===== src/rtl/pwm_out_pkg.sv =====
// Shared definitions for the pwm_out CSR peripheral.
// Register map, CTRL layout and period geometry.
package pwm_out_pkg;

    localparam logic [4:0] REG_CTRL = 5'd0;
    localparam logic [4:0] REG_DUTY = 5'd1;

    localparam int CTRL_EN  = 7;
    localparam int CTRL_INV = 6;

    localparam int STEPS  = 128;
    localparam int STEP_W = 7;

    // Writable CTRL bits; everything else reads back as zero
    localparam logic [7:0] CTRL_MASK =
        (8'h01 << CTRL_EN) | (8'h01 << CTRL_INV) | 8'h03;

    typedef struct packed {
        logic       en;
        logic       inv;
        logic [3:0] rsvd;
        logic [1:0] presc;
    } ctrl_t;

    typedef enum logic [1:0] {
        SEL_NONE,
        SEL_CTRL,
        SEL_DUTY
    } sel_e;

    function automatic logic [15:0] div_value(
        input logic [15:0] base,
        input logic [1:0]  presc
    );
        return base << {presc, 1'b0};
    endfunction

endpackage


===== src/rtl/pwm_out_prescaler.sv =====
// Step prescaler: divides clk by DIV_BASE << (2*presc).
// Held at zero while stopped; clr restarts the count without a tick.
module pwm_prescaler
    import pwm_out_pkg::*;
#(
    parameter logic [15:0] DIV_BASE = 16'd32
) (
    input  logic       clk,
    input  logic       rst_n,
    input  logic       run,
    input  logic       clr,
    input  logic [1:0] presc,
    output logic       tick
);

    logic [15:0] count;
    logic [15:0] last;

    assign last = div_value(DIV_BASE, presc) - 16'd1;
    assign tick = run && !clr && (count == last);

    always_ff @(posedge clk) begin
        if (!rst_n) begin
            count <= '0;
        end else if (!run || clr || tick) begin
            count <= '0;
        end else begin
            count <= count + 16'd1;
        end
    end

endmodule


===== src/rtl/pwm_out.sv =====
// CSR-programmable 128-step PWM generator with shadowed duty.
// Duty changes land only at the period boundary, so no runt pulses.
module pwm_out
    import pwm_out_pkg::*;
#(
    parameter logic [4:0]  BASE_ADDR = 5'h0,
    parameter logic [15:0] DIV_BASE  = 16'd32
) (
    input  logic       clk,
    input  logic       rst_n,
    input  logic [4:0] csr_a,
    input  logic [7:0] csr_di,
    input  logic       csr_we,
    output logic [7:0] csr_do,
    output logic       pwm_o
);

    localparam logic [4:0] CTRL_ADDR = BASE_ADDR + REG_CTRL;
    localparam logic [4:0] DUTY_ADDR = BASE_ADDR + REG_DUTY;

    ctrl_t             ctrl;
    ctrl_t             ctrl_new;
    logic [7:0]        duty;
    logic [7:0]        shadow;
    logic [STEP_W-1:0] step;
    sel_e              sel;
    logic              ctrl_wr;
    logic              duty_wr;
    logic              presc_chg;
    logic              tick;
    logic              period_end;
    logic              raw;

    always_comb begin
        sel = SEL_NONE;
        unique case (1'b1)
            (csr_a == CTRL_ADDR): sel = SEL_CTRL;
            (csr_a == DUTY_ADDR): sel = SEL_DUTY;
            default:              sel = SEL_NONE;
        endcase
    end

    always_comb begin
        csr_do = 8'h00;
        unique case (sel)
            SEL_CTRL: csr_do = ctrl;
            SEL_DUTY: csr_do = duty;
            default:  csr_do = 8'h00;
        endcase
    end

    assign ctrl_new  = ctrl_t'(csr_di & CTRL_MASK);
    assign ctrl_wr   = csr_we && (sel == SEL_CTRL);
    assign duty_wr   = csr_we && (sel == SEL_DUTY);
    assign presc_chg = ctrl_wr && (ctrl_new.presc != ctrl.presc);

    pwm_prescaler #(
        .DIV_BASE (DIV_BASE)
    ) u_presc (
        .clk   (clk),
        .rst_n (rst_n),
        .run   (ctrl.en),
        .clr   (presc_chg),
        .presc (ctrl.presc),
        .tick  (tick)
    );

    assign period_end = tick && (step == STEP_W'(STEPS - 1));

    // Duty 128..255 clamps to constant high
    assign raw = shadow[7] | (step < shadow[STEP_W-1:0]);

    always_ff @(posedge clk) begin
        if (!rst_n) begin
            ctrl   <= '0;
            duty   <= '0;
            shadow <= '0;
            step   <= '0;
            pwm_o  <= 1'b0;
        end else begin
            if (ctrl_wr) begin
                ctrl <= ctrl_new;
            end
            if (duty_wr) begin
                duty <= csr_di;
            end

            // Shadow samples the pre-write DUTY, so a write in the
            // period-end cycle is deferred by one full period.
            if (!ctrl.en) begin
                step   <= '0;
                shadow <= duty;
            end else if (tick) begin
                step <= step + 1'b1;
                if (period_end) begin
                    shadow <= duty;
                end
            end

            pwm_o <= ctrl.en ? (raw ^ ctrl.inv) : ctrl.inv;
        end
    end

endmodule

===== config.mk =====
export PLATFORM = sky130hd
export DESIGN_NAME = pwm_out
export DESIGN_NICKNAME = d
export VERILOG_FILES = /design/src/rtl/pwm_out_pkg.sv /design/src/rtl/pwm_out_prescaler.sv /design/src/rtl/pwm_out.sv
export SDC_FILE = /design/constraint.sdc
export NUM_CORES = 1
export LEC_CHECK = 0
export CAP_MARGIN = 5
export CORE_MARGIN = 8
export CORE_UTILIZATION = 46
export CTS_CLUSTER_DIAMETER = 100
export CTS_CLUSTER_SIZE = 24
export DETAILED_ROUTE_END_ITERATION = 12
export PLACE_DENSITY = 0.67
export SLEW_MARGIN = 30
export SYNTH_ARGS = -nofsm -noshare
export SYNTH_HDL_FRONTEND = slang
export SYNTH_HIERARCHICAL = 1
export SYNTH_SLANG_ARGS = --single-unit

===== constraint.sdc =====
create_clock -name clk -period 4.3 [get_ports clk]
set_input_delay 0.645 -clock clk [delete_from_list [all_inputs] [get_ports clk]]
set_output_delay 0.645 -clock clk [all_outputs]
set_load 0.05 [all_outputs]

==> metrics <==
worst stage delay on the critical path between 800 and 900 ps; clock power share between 40% and 50%; multiplexer area fraction after synthesis 4.45%; final WL 4430 µm; routability cong. 0.792; die height 85.9 µm; final core occ between 50% and 60%; CTS Hold Buffers Added 0; vias in the first global route 1702; Num CTS Buffers 5; synthesized-area fraction occupied by adder cells around 5.6%; worst rel slew slack about half; H-Tree Depth 2; CTS sink cnt 44; combinational share of power 4.0%; CP Cell Sequence clkdlybuf4s50_1 > nor4_1 > nand2_1 > inv_1 > ha_1 > buf_4 > a22oi_1 > nor2_1 > clkdlybuf4s50_1; synth top area cells dfxtp_1 39%, ha_1 5.6%, mux2i_1 4.5%, nand3_1 4.5%, nand2_1 4.3%; Sw Share about a fifth; Tightest Pin Transition 734 ps; Die W ~86 µm; Starting DRT DRC Count 62; Setup WS pre-CTS between 500 and 600 ps; Total GRT Usage between 10% and 20%; pwr/cell area about 280 nW/µm²; met1 usage 16.4%; wire length per cell roughly 13 µm; clock skew 5.38 ps; synthesis-to-finish area growth 17.5%; first-pass GRT wire length 7690 µm; sequential power share 54.9%; Syn Inst Count between 200 and 300; status finished, final reports clean; FP Rows 25; fraction of final layout cells sized beyond drive strength 1 under 10%; YS warnings 6; Starting Density 47.6%; slowest CP cell clkdlybuf4s50_1; internal power 0.598 mW; GR Overflow Total 0; RSZ-0062 raised after global routing false; Root Driver clkbuf_8; initial antenna violation count 0; post-synthesis simple-gate area fraction around a quarter; fmax around 270 MHz; CP endpoint kind output pin; final worst setup slack 540 ps; Worst path depth 9; Max-cap violations 0; final hold viol count 0; commonest cells in the netlist 44 x dfxtp_1, 26 x nand2_1, 20 x nand3_1; top cell type's share of synthesized area 39.2%; Synth cell types 43; CP max FO 10; syn_nets ~280; hold_ws between 400 and 500 ps; via count approximately 1800; register area share after synthesis a little under 40%; Pins Over Slew Limit 0; Top Family by Delay on Critical Path buffers and inverters; ys flop type dfxtp_1; CP Class primary input to output pin; Netlist Area Pre-Place ~2200 µm²; Seq cells post-synth 44; DRT Pass-1 Iters 4; area of the core about 4700 µm²; CP most frequent cell clkdlybuf4s50_1; Async SR Flop Fraction 0%; nets slightly above 300; Detailed Place HPWL ~3400 µm; Critical Path RT approximately 3700 ps; period utilization between 80% and 90%; post_cts resized 0; Die ar. about 7400 µm²; post-route ant nets 0; largest net degree at the start of global routing 25; WP data arrival ~3100 ps; # DRC 0; GRT met3 Usage under 10%; hold path depth 2; maximum vdd drop 176 µV; Top Usage Layer GRT met2; CTS tree yes; syn_area_per_cell 8.78 µm²; # IOs 25; GR Util met2 20.3%; via/cell ratio 5.14; largest family of logic cells by synthesized area simple AND/OR/NAND/NOR gates; fin crit period between 3000 and 4000 ps; compound-cell area share of the yosys netlist approximately an eighth; worst hold path type flop to flop; Post-synth EDFFs 0; XOR/XNOR share of the synthesized area 7.40%; Switching Power roughly 0.15 mW; post-CTS setup buffer count 0; I/O Buffers 24; most frequent cell after synthesis dfxtp_1; register clock-pin slew on the reported worst setup and hold paths 80 ps; LEAKAGE about 0.9 nW; latest clock arrival within the worst-skew pair 290 ps; # diodes 0; Worst setup SP type primary input; endpoints failing setup 0; final setup TNS 0 ps; r2r worst-path depth 10; top cell type by total area after synthesis dfxtp_1; CTS max path bufs 2; Critical path buffers and inverters 4
-- worst min-delay path, stage by stage (launching register included) --
cell and delay [ps]:
dfxtp_1 320, o21ai_0 70, a21oi_1 60
-- area by class of cell --
class / instances / area, µm²
clock buffers: 6 / 72.6
fillers: 440 / 2080
inverters: 11 / 41.3
clock inverters: 2 / 35.0
flip-flops and latches: 44 / 881
multi-input cells: 190 / 1270
repair buffers: 26 / 255
well taps: 67 / 83.8
-- cells by family (layout without fill, tap and decap cells) --
group,after synthesis,in the layout
compound gates,39,39
simple gates,112,112
fa+ha+maj,10,10
buf+inv,22,45
mux,10,10
xor+xnor,19,19
flops,44,44
-- power groups by stage --
stage | Clock [mW] | Sequential, mW | Combinational [mW]
after floorplan | 0 | 0.419 | 0.0115
after global placement | 0 | 0.419 | 0.0296
after detailed placement | 0 | 0.419 | 0.0297
after CTS | 0.318 | 0.409 | 0.0299
after global routing | 0.333 | 0.410 | 0.0320
final | 0.306 | 0.409 | 0.0296
-- worst paths after layout --
path                                                      to                         start  slack (ps)
worst max-delay path                               csr_do[1]                      csr_a[4]         540
worst min-delay path            u_presc/count[15]$_SDFF_PP0_  u_presc/count[15]$_SDFF_PP0_         490
worst max register to register        shadow[1]$_SDFFE_PN0P_   u_presc/count[0]$_SDFF_PP0_        1290
worst min register to register  u_presc/count[15]$_SDFF_PP0_  u_presc/count[15]$_SDFF_PP0_         490
-- stage by stage --
step | instance area (µm²) | instances | power, mW
2_1_floorplan | 2250 | 256 | 0.430
3_3_place_gp | 2530 | 338 | 0.449
3_5_place_dp | 2530 | 338 | 0.449
4_1_cts | 2640 | 346 | 0.757
5_1_grt | 2640 | 346 | 0.774
6_report | 2640 | 346 | 0.745
-- registers in the layout, summed over array words and instances, names as in the netlist --
register       count
ctrl               4
duty               8
step               7
pwm_o              1
u_presc/count     16
shadow             8
-- cells in the final DEF (no fill, tap or decap), types with 10 or more instances in the layout --
cell             count
nand2_1             26
dfxtp_1             44
xnor2_1             10
a21boi_0            12
inv_1               11
mux2i_1             10
clkdlybuf4s50_1     24
ha_1                10
nand3_1             20
nor2_1              18
-- metal layers --
metal,routed length (µm),up-vias
met5,0,-
met4,62,0
met3,93,6
met2,1970,20
met1,2300,813
li1,-,940
(Power assumes the default switching activity.)
